--- config.mk ---
export PLATFORM = sky130hd
export DESIGN_NAME = fwd_hazard_unit_flat
export DESIGN_NICKNAME = d
export VERILOG_FILES = /design/src/rtl/fwd_pkg.sv /design/src/rtl/fwd_hazard_unit_if.sv /design/src/rtl/fwd_match.sv /design/src/rtl/fwd_hazard_unit.sv /design/src/flat_wrapper.sv
export SDC_FILE = /design/constraint.sdc
export NUM_CORES = 1
export LEC_CHECK = 0
export BUFFER_PORTS_ARGS = -buffer_cell sky130_fd_sc_hd__buf_2
export CAP_MARGIN = 20
export CORE_MARGIN = 4
export CORE_UTILIZATION = 55
export CTS_CLUSTER_SIZE = 10
export DETAILED_ROUTE_END_ITERATION = 7
export PLACE_DENSITY = 0.79
export SLEW_MARGIN = 25
export SYNTH_ARGS = -nofsm -noshare
export SYNTH_HDL_FRONTEND = slang
export SYNTH_HIERARCHICAL = 1
export SYNTH_SLANG_ARGS = --single-unit
--- constraint.sdc ---
create_clock -name clk -period 2.8 [get_ports clk]
set_input_delay 0.56 -clock clk [delete_from_list [all_inputs] [get_ports clk]]
set_output_delay 0.56 -clock clk [all_outputs]
set_load 0.05 [all_outputs]
--- src/rtl/fwd_pkg.sv ---
// ============================================================================
// fwd_pkg : shared tag type and select helpers for the EX forwarding unit
// Rev 1.0
// ============================================================================
`default_nettype none

package fwd_pkg;

  // Tag rd field is wide enough for any supported register address width
  localparam int TAG_RD_W    = 8;
  localparam int FWD_REGFILE = 0;

  typedef struct packed {
    logic                valid;
    logic [TAG_RD_W-1:0] rd;
    logic                regwrite;
    logic                memread;
  } tag_t;

  function automatic int stage_to_sel(input int k, input int fwd_stages);
    return fwd_stages + 1 - k;
  endfunction

endpackage

`default_nettype wire

--- src/rtl/fwd_hazard_unit_if.sv ---
// ============================================================================
// fwd_hazard_unit_if : ID-side request and EX-side control bundle
// Rev 1.0
// ============================================================================
`default_nettype none

interface fwd_hazard_unit_if #(
  parameter int RW      = 5,
  parameter int NUM_SRC = 2,
  parameter int SW      = 2,
  parameter int CNT_W   = 16
);
  logic                  id_valid;
  logic [NUM_SRC*RW-1:0] id_src;
  logic [NUM_SRC-1:0]    id_src_used;
  logic [RW-1:0]         id_rd;
  logic                  id_regwrite;
  logic                  id_memread;
  logic                  flush;
  logic                  hold;
  logic                  stall;
  logic [NUM_SRC*SW-1:0] ex_fwd_sel;
  logic [RW-1:0]         ex_rd;
  logic [CNT_W-1:0]      stall_count;

  modport master (
    output id_valid, id_src, id_src_used, id_rd, id_regwrite, id_memread, flush, hold,
    input  stall, ex_fwd_sel, ex_rd, stall_count
  );

  modport slave (
    input  id_valid, id_src, id_src_used, id_rd, id_regwrite, id_memread, flush, hold,
    output stall, ex_fwd_sel, ex_rd, stall_count
  );
endinterface

`default_nettype wire

--- src/rtl/fwd_match.sv ---
// ============================================================================
// fwd_match : one tag-versus-address comparator with XZR and load qualification
// Rev 1.0
// ============================================================================
`default_nettype none

module fwd_match
  import fwd_pkg::*;
#(
  parameter int RW             = 5,
  parameter int ZERO_REG       = 31,
  parameter int STAGE          = 1,
  parameter int LOAD_FWD_STAGE = 2,
  parameter bit LOAD_ONLY      = 1'b0
) (
  input  tag_t          tag,
  input  logic [RW-1:0] addr,
  input  logic          used,
  output logic          match
);
  logic hit;

  assign hit = tag.valid && tag.regwrite && used &&
               (tag.rd != TAG_RD_W'(ZERO_REG)) && (tag.rd == TAG_RD_W'(addr));

  // LOAD_ONLY picks out load producers (stall check); otherwise loads are
  // masked until the stage where their data exists.
  generate
    if (LOAD_ONLY) begin : g_load
      assign match = hit && tag.memread;
    end else begin : g_fwd
      assign match = hit && !(tag.memread && (STAGE < LOAD_FWD_STAGE));
    end
  endgenerate
endmodule

`default_nettype wire

--- src/rtl/fwd_hazard_unit.sv ---
// ============================================================================
// fwd_hazard_unit : EX operand forwarding selects and load-use stall
// Rev 1.0
// ============================================================================
`default_nettype none

module fwd_hazard_unit
  import fwd_pkg::*;
#(
  parameter int RW             = 5,
  parameter int ZERO_REG       = 31,
  parameter int NUM_SRC        = 2,
  parameter int FWD_STAGES     = 2,
  parameter int LOAD_FWD_STAGE = 2,
  parameter int CNT_W          = 16,
  parameter int SW             = $clog2(FWD_STAGES + 1)
) (
  input  logic               clk,
  input  logic               reset,
  fwd_hazard_unit_if.slave   bus
);
  localparam int NST = LOAD_FWD_STAGE - 1;

  tag_t                  ex_tag;
  logic [NUM_SRC*RW-1:0] ex_src;
  logic [NUM_SRC-1:0]    ex_used;
  tag_t                  pipe [1:FWD_STAGES];
  logic [CNT_W-1:0]      stall_count;
  tag_t                  id_tag;
  logic                  stall_raw;
  logic                  stall;
  logic [NUM_SRC*FWD_STAGES-1:0] fwd_hit;
  logic [NUM_SRC*SW-1:0] fwd_sel;

  always_comb begin
    id_tag          = '0;
    id_tag.valid    = 1'b1;
    id_tag.rd       = TAG_RD_W'(bus.id_rd);
    id_tag.regwrite = bus.id_regwrite;
    id_tag.memread  = bus.id_memread;
  end

  always_ff @(posedge clk or posedge reset) begin
    if (reset) begin
      ex_tag      <= '0;
      ex_src      <= '0;
      ex_used     <= '0;
      stall_count <= '0;
      for (int k = 1; k <= FWD_STAGES; k++) pipe[k] <= '0;
    end else if (!bus.hold) begin
      pipe[1] <= ex_tag;
      for (int k = 2; k <= FWD_STAGES; k++) pipe[k] <= pipe[k-1];
      if (bus.flush || stall || !bus.id_valid) begin
        ex_tag  <= '0;
        ex_src  <= '0;
        ex_used <= '0;
      end else begin
        ex_tag  <= id_tag;
        ex_src  <= bus.id_src;
        ex_used <= bus.id_src_used;
      end
      if (stall && (stall_count != '1)) stall_count <= stall_count + CNT_W'(1);
    end
  end

  genvar i, k, s;
  generate
    for (i = 0; i < NUM_SRC; i++) begin : g_src
      for (k = 1; k <= FWD_STAGES; k++) begin : g_stage
        fwd_match #(
          .RW(RW), .ZERO_REG(ZERO_REG), .STAGE(k),
          .LOAD_FWD_STAGE(LOAD_FWD_STAGE), .LOAD_ONLY(1'b0)
        ) u_match (
          .tag   (pipe[k]),
          .addr  (ex_src[i*RW +: RW]),
          .used  (ex_used[i]),
          .match (fwd_hit[i*FWD_STAGES + k - 1])
        );
      end
    end
  endgenerate

  // Scan oldest to youngest so the youngest matching producer wins.
  always_comb begin
    fwd_sel = '0;
    for (int n = 0; n < NUM_SRC; n++) begin
      fwd_sel[n*SW +: SW] = SW'(FWD_REGFILE);
      for (int m = FWD_STAGES; m >= 1; m--) begin
        if (fwd_hit[n*FWD_STAGES + m - 1]) fwd_sel[n*SW +: SW] = SW'(stage_to_sel(m, FWD_STAGES));
      end
    end
  end

  generate
    if (NST > 0) begin : g_stall
      logic [NST*NUM_SRC-1:0] load_hit;
      for (s = 0; s < NST; s++) begin : g_ss
        tag_t t;
        if (s == 0) begin : g_ex
          assign t = ex_tag;
        end else begin : g_pipe
          assign t = pipe[s];
        end
        for (i = 0; i < NUM_SRC; i++) begin : g_op
          fwd_match #(
            .RW(RW), .ZERO_REG(ZERO_REG), .STAGE(s),
            .LOAD_FWD_STAGE(LOAD_FWD_STAGE), .LOAD_ONLY(1'b1)
          ) u_match (
            .tag   (t),
            .addr  (bus.id_src[i*RW +: RW]),
            .used  (bus.id_src_used[i]),
            .match (load_hit[s*NUM_SRC + i])
          );
        end
      end
      assign stall_raw = |load_hit;
    end else begin : g_nostall
      assign stall_raw = 1'b0;
    end
  endgenerate

  assign stall           = bus.id_valid && !bus.flush && stall_raw;
  assign bus.stall       = stall;
  assign bus.ex_fwd_sel  = fwd_sel;
  assign bus.ex_rd       = RW'(ex_tag.rd);
  assign bus.stall_count = stall_count;
endmodule

`default_nettype wire

--- src/flat_wrapper.sv ---
// flat-port wrapper written by rule: the top's interface ports become plain ports
module fwd_hazard_unit_flat import fwd_pkg::*;
#(
  parameter int RW             = 5,
  parameter int ZERO_REG       = 31,
  parameter int NUM_SRC        = 2,
  parameter int FWD_STAGES     = 2,
  parameter int LOAD_FWD_STAGE = 2,
  parameter int CNT_W          = 16,
  parameter int SW             = $clog2(FWD_STAGES + 1)
)
  (clk, reset, bus_id_valid, bus_id_src, bus_id_src_used, bus_id_rd, bus_id_regwrite, bus_id_memread, bus_flush, bus_hold, bus_stall, bus_ex_fwd_sel, bus_ex_rd, bus_stall_count);
  fwd_hazard_unit_if #(.RW(RW), .NUM_SRC(NUM_SRC), .SW(SW), .CNT_W(CNT_W)) bus_i ();
  input  logic clk;
  input  logic reset;
  input wire logic [$bits(bus_i.id_valid)-1:0] bus_id_valid;
  input wire logic [$bits(bus_i.id_src)-1:0] bus_id_src;
  input wire logic [$bits(bus_i.id_src_used)-1:0] bus_id_src_used;
  input wire logic [$bits(bus_i.id_rd)-1:0] bus_id_rd;
  input wire logic [$bits(bus_i.id_regwrite)-1:0] bus_id_regwrite;
  input wire logic [$bits(bus_i.id_memread)-1:0] bus_id_memread;
  input wire logic [$bits(bus_i.flush)-1:0] bus_flush;
  input wire logic [$bits(bus_i.hold)-1:0] bus_hold;
  output wire logic [$bits(bus_i.stall)-1:0] bus_stall;
  output wire logic [$bits(bus_i.ex_fwd_sel)-1:0] bus_ex_fwd_sel;
  output wire logic [$bits(bus_i.ex_rd)-1:0] bus_ex_rd;
  output wire logic [$bits(bus_i.stall_count)-1:0] bus_stall_count;
  assign bus_i.id_valid = bus_id_valid;
  assign bus_i.id_src = bus_id_src;
  assign bus_i.id_src_used = bus_id_src_used;
  assign bus_i.id_rd = bus_id_rd;
  assign bus_i.id_regwrite = bus_id_regwrite;
  assign bus_i.id_memread = bus_id_memread;
  assign bus_i.flush = bus_flush;
  assign bus_i.hold = bus_hold;
  assign bus_stall = bus_i.stall;
  assign bus_ex_fwd_sel = bus_i.ex_fwd_sel;
  assign bus_ex_rd = bus_i.ex_rd;
  assign bus_stall_count = bus_i.stall_count;
  fwd_hazard_unit #(.RW(RW), .ZERO_REG(ZERO_REG), .NUM_SRC(NUM_SRC), .FWD_STAGES(FWD_STAGES), .LOAD_FWD_STAGE(LOAD_FWD_STAGE), .CNT_W(CNT_W), .SW(SW)) u_core (.clk(clk), .reset(reset), .bus(bus_i));
endmodule
# Word-level counts from Yosys, hierarchy flattened

Index checks and enable logic that the tools add are counted.

Register bits: 60
Bits in latches: 0
Bits in writable memories: 0
Memory bits (read-only): 0
Input bits: 24
Output and inout port bits: 26
Logic and storage cells: 68
Memories kept: 0

Add/sub/neg operators: 1
Multipliers: 0
Div/mod/pow operators: 0
Order comparisons: 0
Equal/unequal tests: 10
Shift-type cells: 0
Multiplexer cells: 7
Bitwise operators: 1
Reductions and logical operators: 35

Operator list:

| cell                                                             | count |
|---|---|
| 8-bit by 5-bit == test with 1-bit output                         | 6 |
| 1-bit logical AND                                                | 28 |
| 8-bit by 5-bit != test with 1-bit output (second input constant) | 3 |
| 16-bit by 1-bit adder with 16-bit output (second input constant) | 1 |
| 16-bit != test (second input constant)                           | 1 |
| 11-bit two-way mux                                               | 1 |
| 10-bit two-way mux                                               | 1 |
| 2-bit two-way mux                                                | 3 |
| 1-bit logical NOT                                                | 3 |
| 1-bit logical OR                                                 | 2 |
| 1-bit two-way mux                                                | 2 |
| 2-bit AND reduction                                              | 1 |
| 2-bit OR reduction                                               | 1 |
| 1-bit inverter                                                   | 1 |

# Depth between registers and ports, before layout

Gate-level depths: netlist (run 1).

Depth after elaboration: 10
Mapped depth: 7

# Modules after synthesis

The synthesis (run 1) kept the hierarchy.

By module, submodules not included:

| module                                                 | instances | cells each | area each (µm²) | sequential area each (µm²) |
|---|---|---|---|---|
| fwd_hazard_unit                                        | 1         | 165        | 2187.1          | 1301.2 |
| fwd_match (u_core.g_src[0].g_stage[2].u_match ...)     | 2         | 11         | 91.3            | 0.0 |
| fwd_match (u_core.g_stall.g_ss[0].g_op[0].u_match ...) | 2         | 12         | 90.1            | 0.0 |
| fwd_match (u_core.g_src[0].g_stage[1].u_match ...)     | 2         | 12         | 88.8            | 0.0 |

# Worst setup path before layout (run 1)

OpenSTA, ideal clock, no wires.

Path kind: input to output
Start point: in bus_id_src[6]
End point: out bus_stall
Arrival time: 2.531 ns
Required time: 2.240 ns
Setup slack: -0.291 ns
Cell stages on the path: 5
Path buffers: 0
Path through: xnor2_1 nand4_1 a2111oi_2 nor2_1 nor3b_1

Word-level cells in the longest chain between the ends: 5

RTL lines:

| item                                     | line                   | RTL |
|---|---|---|
| from (decl)                              | flat_wrapper.sv:17     | `input wire logic [$bits(bus_i.id_src)-1:0] bus_id_src;` |
| 8-bit by 5-bit == test with 1-bit output | fwd_match.sv:24        | `(tag.rd != TAG_RD_W'(ZERO_REG)) && (tag.rd == TAG_RD_W'(addr));` |
| 1-bit logical AND                        | fwd_match.sv:24        |  |
| 1-bit logical AND                        | fwd_match.sv:30        | `assign match = hit && tag.memread;` |
| via u_core.g_stall.load_hit[1]           | fwd_hazard_unit.sv:96  | `logic [NST*NUM_SRC-1:0] load_hit;` |
| 2-bit OR reduction                       | fwd_hazard_unit.sv:116 | `assign stall_raw = \|load_hit;` |
| 1-bit logical AND                        | fwd_hazard_unit.sv:122 | `assign stall = bus.id_valid && !bus.flush && stall_raw;` |
| to (decl)                                | flat_wrapper.sv:24     | `output wire logic [$bits(bus_i.stall)-1:0] bus_stall;` |

The timed path passes the listed nets, and every way through them passes these cells.

# Worst setup path in the final report (run 1)

Start point: reg u_core.ex_tag, in the netlist u_core/bus.ex_rd[1]
End point: out bus_stall

Word-level cells in the longest chain between the ends: 6

RTL lines:

| item                                     | line                   | RTL |
|---|---|---|
| from (decl)                              | fwd_hazard_unit.sv:24  | `tag_t ex_tag;` |
| from (signal assigned)                   | fwd_hazard_unit.sv:58  | `ex_tag <= id_tag;` |
| 8-bit by 5-bit != test with 1-bit output | fwd_match.sv:24        |  |
| 1-bit logical AND                        | fwd_match.sv:23        | `assign hit = tag.valid && tag.regwrite && used &&` |
| 1-bit logical AND *                      | fwd_match.sv:24        |  |
| 1-bit logical AND *                      | fwd_match.sv:30        |  |
| via u_core.g_stall.load_hit[1]           | fwd_hazard_unit.sv:96  |  |
| 2-bit OR reduction *                     | fwd_hazard_unit.sv:116 |  |
| 1-bit logical AND *                      | fwd_hazard_unit.sv:122 |  |

The timed path passes the listed nets; every way through them passes the cells marked *.

==> impl_metrics.env, run 1 <==
export IMPL_htreeDepth=2
export IMPL_cp_max_fo=5
export IMPL_wire_per_inst_um=15.4
export IMPL_rows=25
export IMPL_ant_nets=0
export IMPL_cts_clk_slew_worst_paths_ps=80
export IMPL_insertion_delay_ps=300
export IMPL_max_freq_mhz=390
export IMPL_cp_start_kind="flip-flop"
export IMPL_pwr_share_seq=0.589
export IMPL_grt_total_usage=0.194
export IMPL_switching_share=0.262
export IMPL_worstSetupPathType="flip-flop to output pin"
export IMPL_nFillCells=382
export IMPL_area_growth_pct=18.2
export IMPL_ff_latch_area_um2=1280
export IMPL_place_congestion=0.812
export IMPL_synth_warnings=6
export IMPL_finClkSkew_ps=10.4
export IMPL_critPathSlowestCell="dfrtp_1"
export IMPL_setup_tns_ps=0
export IMPL_syn_cell_area_um2=2690
export IMPL_path_cells="buf_4, nand4_1, nand3_1, a2111oi_4, nor2_2, nor3b_2, buf_4"
export IMPL_pre_cts_slack_ps=93.1
export IMPL_vias=2010
export IMPL_port_buffers=49
export IMPL_switchingPower_w=0.000365
export IMPL_ir_worst_vdd_mv=0.305
export IMPL_crit_buf_inv=2
export IMPL_period_needed_ps=2560
export IMPL_dp_hpwl_um=4270
export IMPL_fp_dieH_um=78.0
export IMPL_drt_iter0_markers=93
export IMPL_diodes=0
export IMPL_post_route_period_util=0.916
export IMPL_combPwrFrac=0.135
export IMPL_core_area_um2=4720
export IMPL_worstMarginPinSlew_ps=630
export IMPL_totalWireLength_um=5640
export IMPL_power_w=0.00139
export IMPL_final_util=0.673
export IMPL_power_leakage_nw=1.48
export IMPL_numCtsBuffers=5
export IMPL_first_pass_iters=4
export IMPL_hold_class="input port to async pin"
export IMPL_crit_path_frequent_cell="buf_4"
export IMPL_finalHoldViolCount=0
export IMPL_netlist_instances=233
export IMPL_cts_tree="done"
export IMPL_grt_pass1_wl_um=9300
export IMPL_via_per_inst=5.49
export IMPL_final_net_count=325
export IMPL_overflow=0
export IMPL_clock_sinks=51
export IMPL_antenna_found_initial=0
export IMPL_drv_slew=0
export IMPL_worst_hold_slack_ps=299
export IMPL_cp_required_ps=2240
export IMPL_p_clk_frac=0.277
export IMPL_crit_arrival_ps=2000
export IMPL_drcViolationCount=0
export IMPL_die_x_um=78.0
export IMPL_critPathCaptureType="output pin"
export IMPL_slowest_delay_ps=410
export IMPL_grt_max_degree=36
export IMPL_layout_drive_gt1_share=0.321
export IMPL_root_buffer="clkbuf_8"
export IMPL_grt_pass1_vias=1998
export IMPL_io_pins=50
export IMPL_die_area_um2=6080
export IMPL_grt_setup_unrepaired="false"
export IMPL_power_density_nw_per_um2=438
export IMPL_avgSynthCellArea_um2=11.6
export IMPL_status="finished, final reports clean"
export IMPL_power_internal_w=0.00103
export IMPL_max_cap_viol_count=0
export IMPL_critical_path_top_delay_family="simple AND/OR/NAND/NOR gates"
export IMPL_ctsLongestPathBuffers=2
export IMPL_multi_input_area_um2=1420
export IMPL_post_cts_setup_buffers=0
export IMPL_finalSetupViolations=0
export IMPL_relSlewSlack=0.577
export IMPL_layout_setup_ws_ps=235
export IMPL_initial_core_util=0.570
cells in the final DEF (no fill, tap or decap), types with 2 or more instances in the layout:
master      n
nor2_1      6
nand4b_1    2
nand3b_1    2
mux2_2     16
nor2b_1     3
buf_2      48
a2111oi_4   2
clkbuf_8    5
inv_1       2
and4_1      3
nand2_1     4
nand4_1    24
nand3_1    11
buf_4       9
a211oi_2    4
dfrtp_1    50
a22o_1     19
a21oi_1     5
nand2b_1    3
or2_1       4
xnor2_1    33
nor3b_1     2
and4bb_1    2
and3_1      2
conb_1     18
power groups by stage:
stage / clock [W] / combinational [W] / sequential [W]
after floorplan: 0 / 0.000143 / 0.000822
after global placement: 0 / 0.000182 / 0.000835
after detailed placement: 0 / 0.000188 / 0.000836
after CTS: 0.000399 / 0.000189 / 0.000821
after global routing: 0.000435 / 0.000209 / 0.000828
final: 0.000386 / 0.000188 / 0.000821
flip-flops by register name (all words and copies together), names as in the netlist:
name	flops
u_core/ex_src	10
u_core/ex_tag	3
u_core/bus.ex_rd	5
u_core/bus.stall_count	16
u_core/ex_used	2
u_core/pipe	15
final timing paths:
check | start | end | slack [ps] | depth (start not counted)
worst min-delay path | reset | u_core/bus.stall_count[11]$_DFFE_PP0P_ | 300 | 2
worst max-delay path | u_core/bus.ex_rd[1]$_DFFE_PP0N_ | bus_stall | 240 | 7
worst min register to register | u_core/bus.stall_count[7]$_DFFE_PP0P_ | u_core/bus.stall_count[7]$_DFFE_PP0P_ | 520 | 1
min in group clk | bus_id_rd[1] | u_core/bus.ex_rd[1]$_DFFE_PP0N_ | 470 | 2
worst max register to register | u_core/bus.ex_rd[1]$_DFFE_PP0N_ | u_core/bus.stall_count[11]$_DFFE_PP0P_ | 600 | 9
max in group asynchronous | reset | u_core/pipe[5]$_DFFE_PP0N_ | 1900 | 3
layout make-up:
| class | instances | share of cell area |
|---|---|---|
| well taps | 67 | 0.0264 |
| repair buffers | 57 | 0.0968 |
| flip-flops and latches | 51 | 0.402 |
| clock buffers | 5 | 0.0216 |
| multi-input cells | 182 | 0.448 |
| inverters | 3 | 0.00354 |
| clock inverters | 1 | 0.00236 |
through the flow:
| step | std cells | instance area, um^2 |
|---|---|---|
| final | 366 | 3180 |
| after global routing | 366 | 3180 |
| after CTS | 366 | 3150 |
| after detailed placement | 360 | 3070 |
| after global placement | 360 | 3070 |
| after floorplan | 250 | 2760 |
layer usage:
layer | vias up | part of all wire | GRT usage
li1 | 977 | - | -
met1 | 979 | 0.44 | 0.250
met2 | 47 | 0.50 | 0.327
met3 | 7 | 0.050 | 0.0464
met4 | 0 | 0.013 | 0.0524
met5 | - | 0 | 0
timing repair:
action,in CTS,in global routing
hold buffers,0,0
resized for setup,1,4
endpoints found under the setup margin,1,1
hold endpoints to repair,0,0
pin swaps,0,2
Power figures use the tool's default switching activity.
==> inputs of run 2 (changes only) <==
- ABC_AREA: unset -> 1
- CORE_UTILIZATION: 55 -> 57
- PLACE_DENSITY: 0.79 -> 0.8
==> impl_metrics.env, run 2 <==
export IMPL_port_buffers=49
export IMPL_die_area_um2=6990
export IMPL_critPathCaptureType="output pin"
export IMPL_grt_max_degree=40
export IMPL_switchingPower_w=0.000412
export IMPL_syn_cell_area_um2=3260
export IMPL_multi_input_area_um2=1600
export IMPL_top_register="u_core/bus.stall_count"
export IMPL_rows=27
export IMPL_final_common_cell="nand2_1"
export IMPL_die_x_um=83.6
export IMPL_synth_warnings=6
export IMPL_overflow=0
export IMPL_cts_tree="done"
export IMPL_numCtsBuffers=5
export IMPL_first_pass_iters=4
export IMPL_power_internal_w=0.00102
export IMPL_power_density_nw_per_um2=390
export IMPL_core_area_um2=5540
export IMPL_switching_share=0.288
export IMPL_vias=2999
export IMPL_relSlewSlack=0.580
export IMPL_combPwrFrac=0.140
export IMPL_power_w=0.00143
export IMPL_power_leakage_nw=1.92
export IMPL_max_freq_mhz=408
export IMPL_grt_pass1_wl_um=13100
export IMPL_htreeDepth=2
export IMPL_clock_sinks=51
export IMPL_hold_class="input port to async pin"
export IMPL_pwr_share_seq=0.574
export IMPL_worstSetupPathType="flip-flop to output pin"
export IMPL_place_congestion=0.804
export IMPL_worstMarginPinSlew_ps=630
export IMPL_finalHoldViolCount=0
export IMPL_post_cts_setup_buffers=0
export IMPL_antenna_found_initial=0
export IMPL_crit_arrival_ps=1890
export IMPL_ctsLongestPathBuffers=2
export IMPL_drv_slew=0
export IMPL_p_clk_frac=0.286
export IMPL_ir_worst_vdd_mv=0.244
export IMPL_drcViolationCount=0
export IMPL_fp_dieH_um=83.6
export IMPL_largestRegisters="u_core/bus.stall_count (16), u_core/pipe (15), u_core/ex_src (10)"
export IMPL_worst_hold_slack_ps=324
export IMPL_nFillCells=536
export IMPL_mostFrequentLayoutCells="172 x nand2_1, 90 x inv_1, 51 x dfrtp_1"
export IMPL_grt_total_usage=0.225
export IMPL_final_net_count=568
export IMPL_max_cap_viol_count=0
export IMPL_wl_met3_um=248
export IMPL_root_buffer="clkbuf_8"
export IMPL_diodes=0
export IMPL_cts_clk_slew_worst_paths_ps=90
export IMPL_via_per_inst=4.87
export IMPL_dr_wl_met2_um=3740
export IMPL_setup_tns_ps=0
export IMPL_io_pins=50
export IMPL_ff_latch_area_um2=1280
export IMPL_period_needed_ps=2450
export IMPL_post_route_period_util=0.876
export IMPL_final_util=0.662
export IMPL_insertion_delay_ps=300
export IMPL_wire_per_inst_um=11.8
export IMPL_grt_pass1_vias=3009
export IMPL_layout_drive_gt1_share=0.164
export IMPL_netlist_instances=482
export IMPL_grt_setup_unrepaired="false"
export IMPL_finClkSkew_ps=6.75
export IMPL_avgSynthCellArea_um2=6.76
export IMPL_cts_resized=0
export IMPL_cp_start_kind="flip-flop"
export IMPL_wl_met1_um=3130
export IMPL_initial_core_util=0.589
export IMPL_drt_iter0_markers=121
export IMPL_ant_nets=0
export IMPL_finalSetupViolations=0
export IMPL_postCtsHoldBufs=0
export IMPL_cp_required_ps=2240
export IMPL_status="finished, final reports clean"
export IMPL_cp_max_fo=8
export IMPL_dp_hpwl_um=5500
export IMPL_largest_reg_flops=16
export IMPL_top_layer="met4"
export IMPL_area_growth_pct=12.5
export IMPL_totalWireLength_um=7260
[run 2: routing by layer]
layer | global-route usage | vias to the layer above
met3 | 0.0346 | 13
li1 | - | 1559
met1 | 0.268 | 1373
met2 | 0.413 | 54
met5 | 0 | -
met4 | 0.0716 | 0
[run 2: path summary, 6_finish.rpt]
path / from / endpoint / slack [ps] / cells past startpoint
max in group asynchronous: reset / u_core/ex_src[8]$_DFFE_PP0N_ / 1840 / 3
max reg2reg: u_core/bus.ex_rd[0]$_DFFE_PP0N_ / u_core/bus.stall_count[7]$_DFFE_PP0P_ / 600 / 13
max: u_core/bus.ex_rd[0]$_DFFE_PP0N_ / bus_stall / 350 / 9
min reg2reg: u_core/pipe[10]$_DFFE_PP0N_ / u_core/pipe[10]$_DFFE_PP0N_ / 510 / 2
min in group clk: bus_id_memread / u_core/ex_tag[0]$_DFFE_PP0N_ / 460 / 3
min: reset / u_core/ex_tag[0]$_DFFE_PP0N_ / 320 / 2
[run 2: cell type report]
class,count,area share
Clock buffer,7,0.0208
Clock inverter,1,0.00136
Inverter,93,0.0952
Multi-Input combinational cell,339,0.435
Sequential cell,51,0.348
Tap cell,72,0.0246
Timing Repair Buffer,53,0.0751
[run 2: critical path: stages, from the launching register on]
cell,delay (ps)
dfrtp_1,500
inv_1,80
nand2_1,80
nand3_2,100
nor2_2,150
nand2_1,70
nor2_2,80
nor2_1,90
nor3_4,150
buf_2,290
[run 2: power groups by stage]
stage,logic [W],registers [W],clock network [W]
2_1_floorplan,0.000151,0.000819,0
3_3_place_gp,0.000194,0.000834,0
3_5_place_dp,0.000200,0.000835,0
4_1_cts,0.000201,0.000820,0.000425
5_1_grt,0.000234,0.000828,0.000460
6_report,0.000200,0.000821,0.000409
[run 2: per-stage QoR]
| step | instance area, um^2 | setup WS, ps | cells |
|---|---|---|---|
| CTS | 3670 | 345 | 616 |
| global placement | 3590 | 554 | 608 |
| global route | 3670 | 244 | 616 |
| detailed placement | 3590 | 484 | 608 |
| floorplan | 3320 | 591 | 499 |
| finish | 3670 | 346 | 616 |
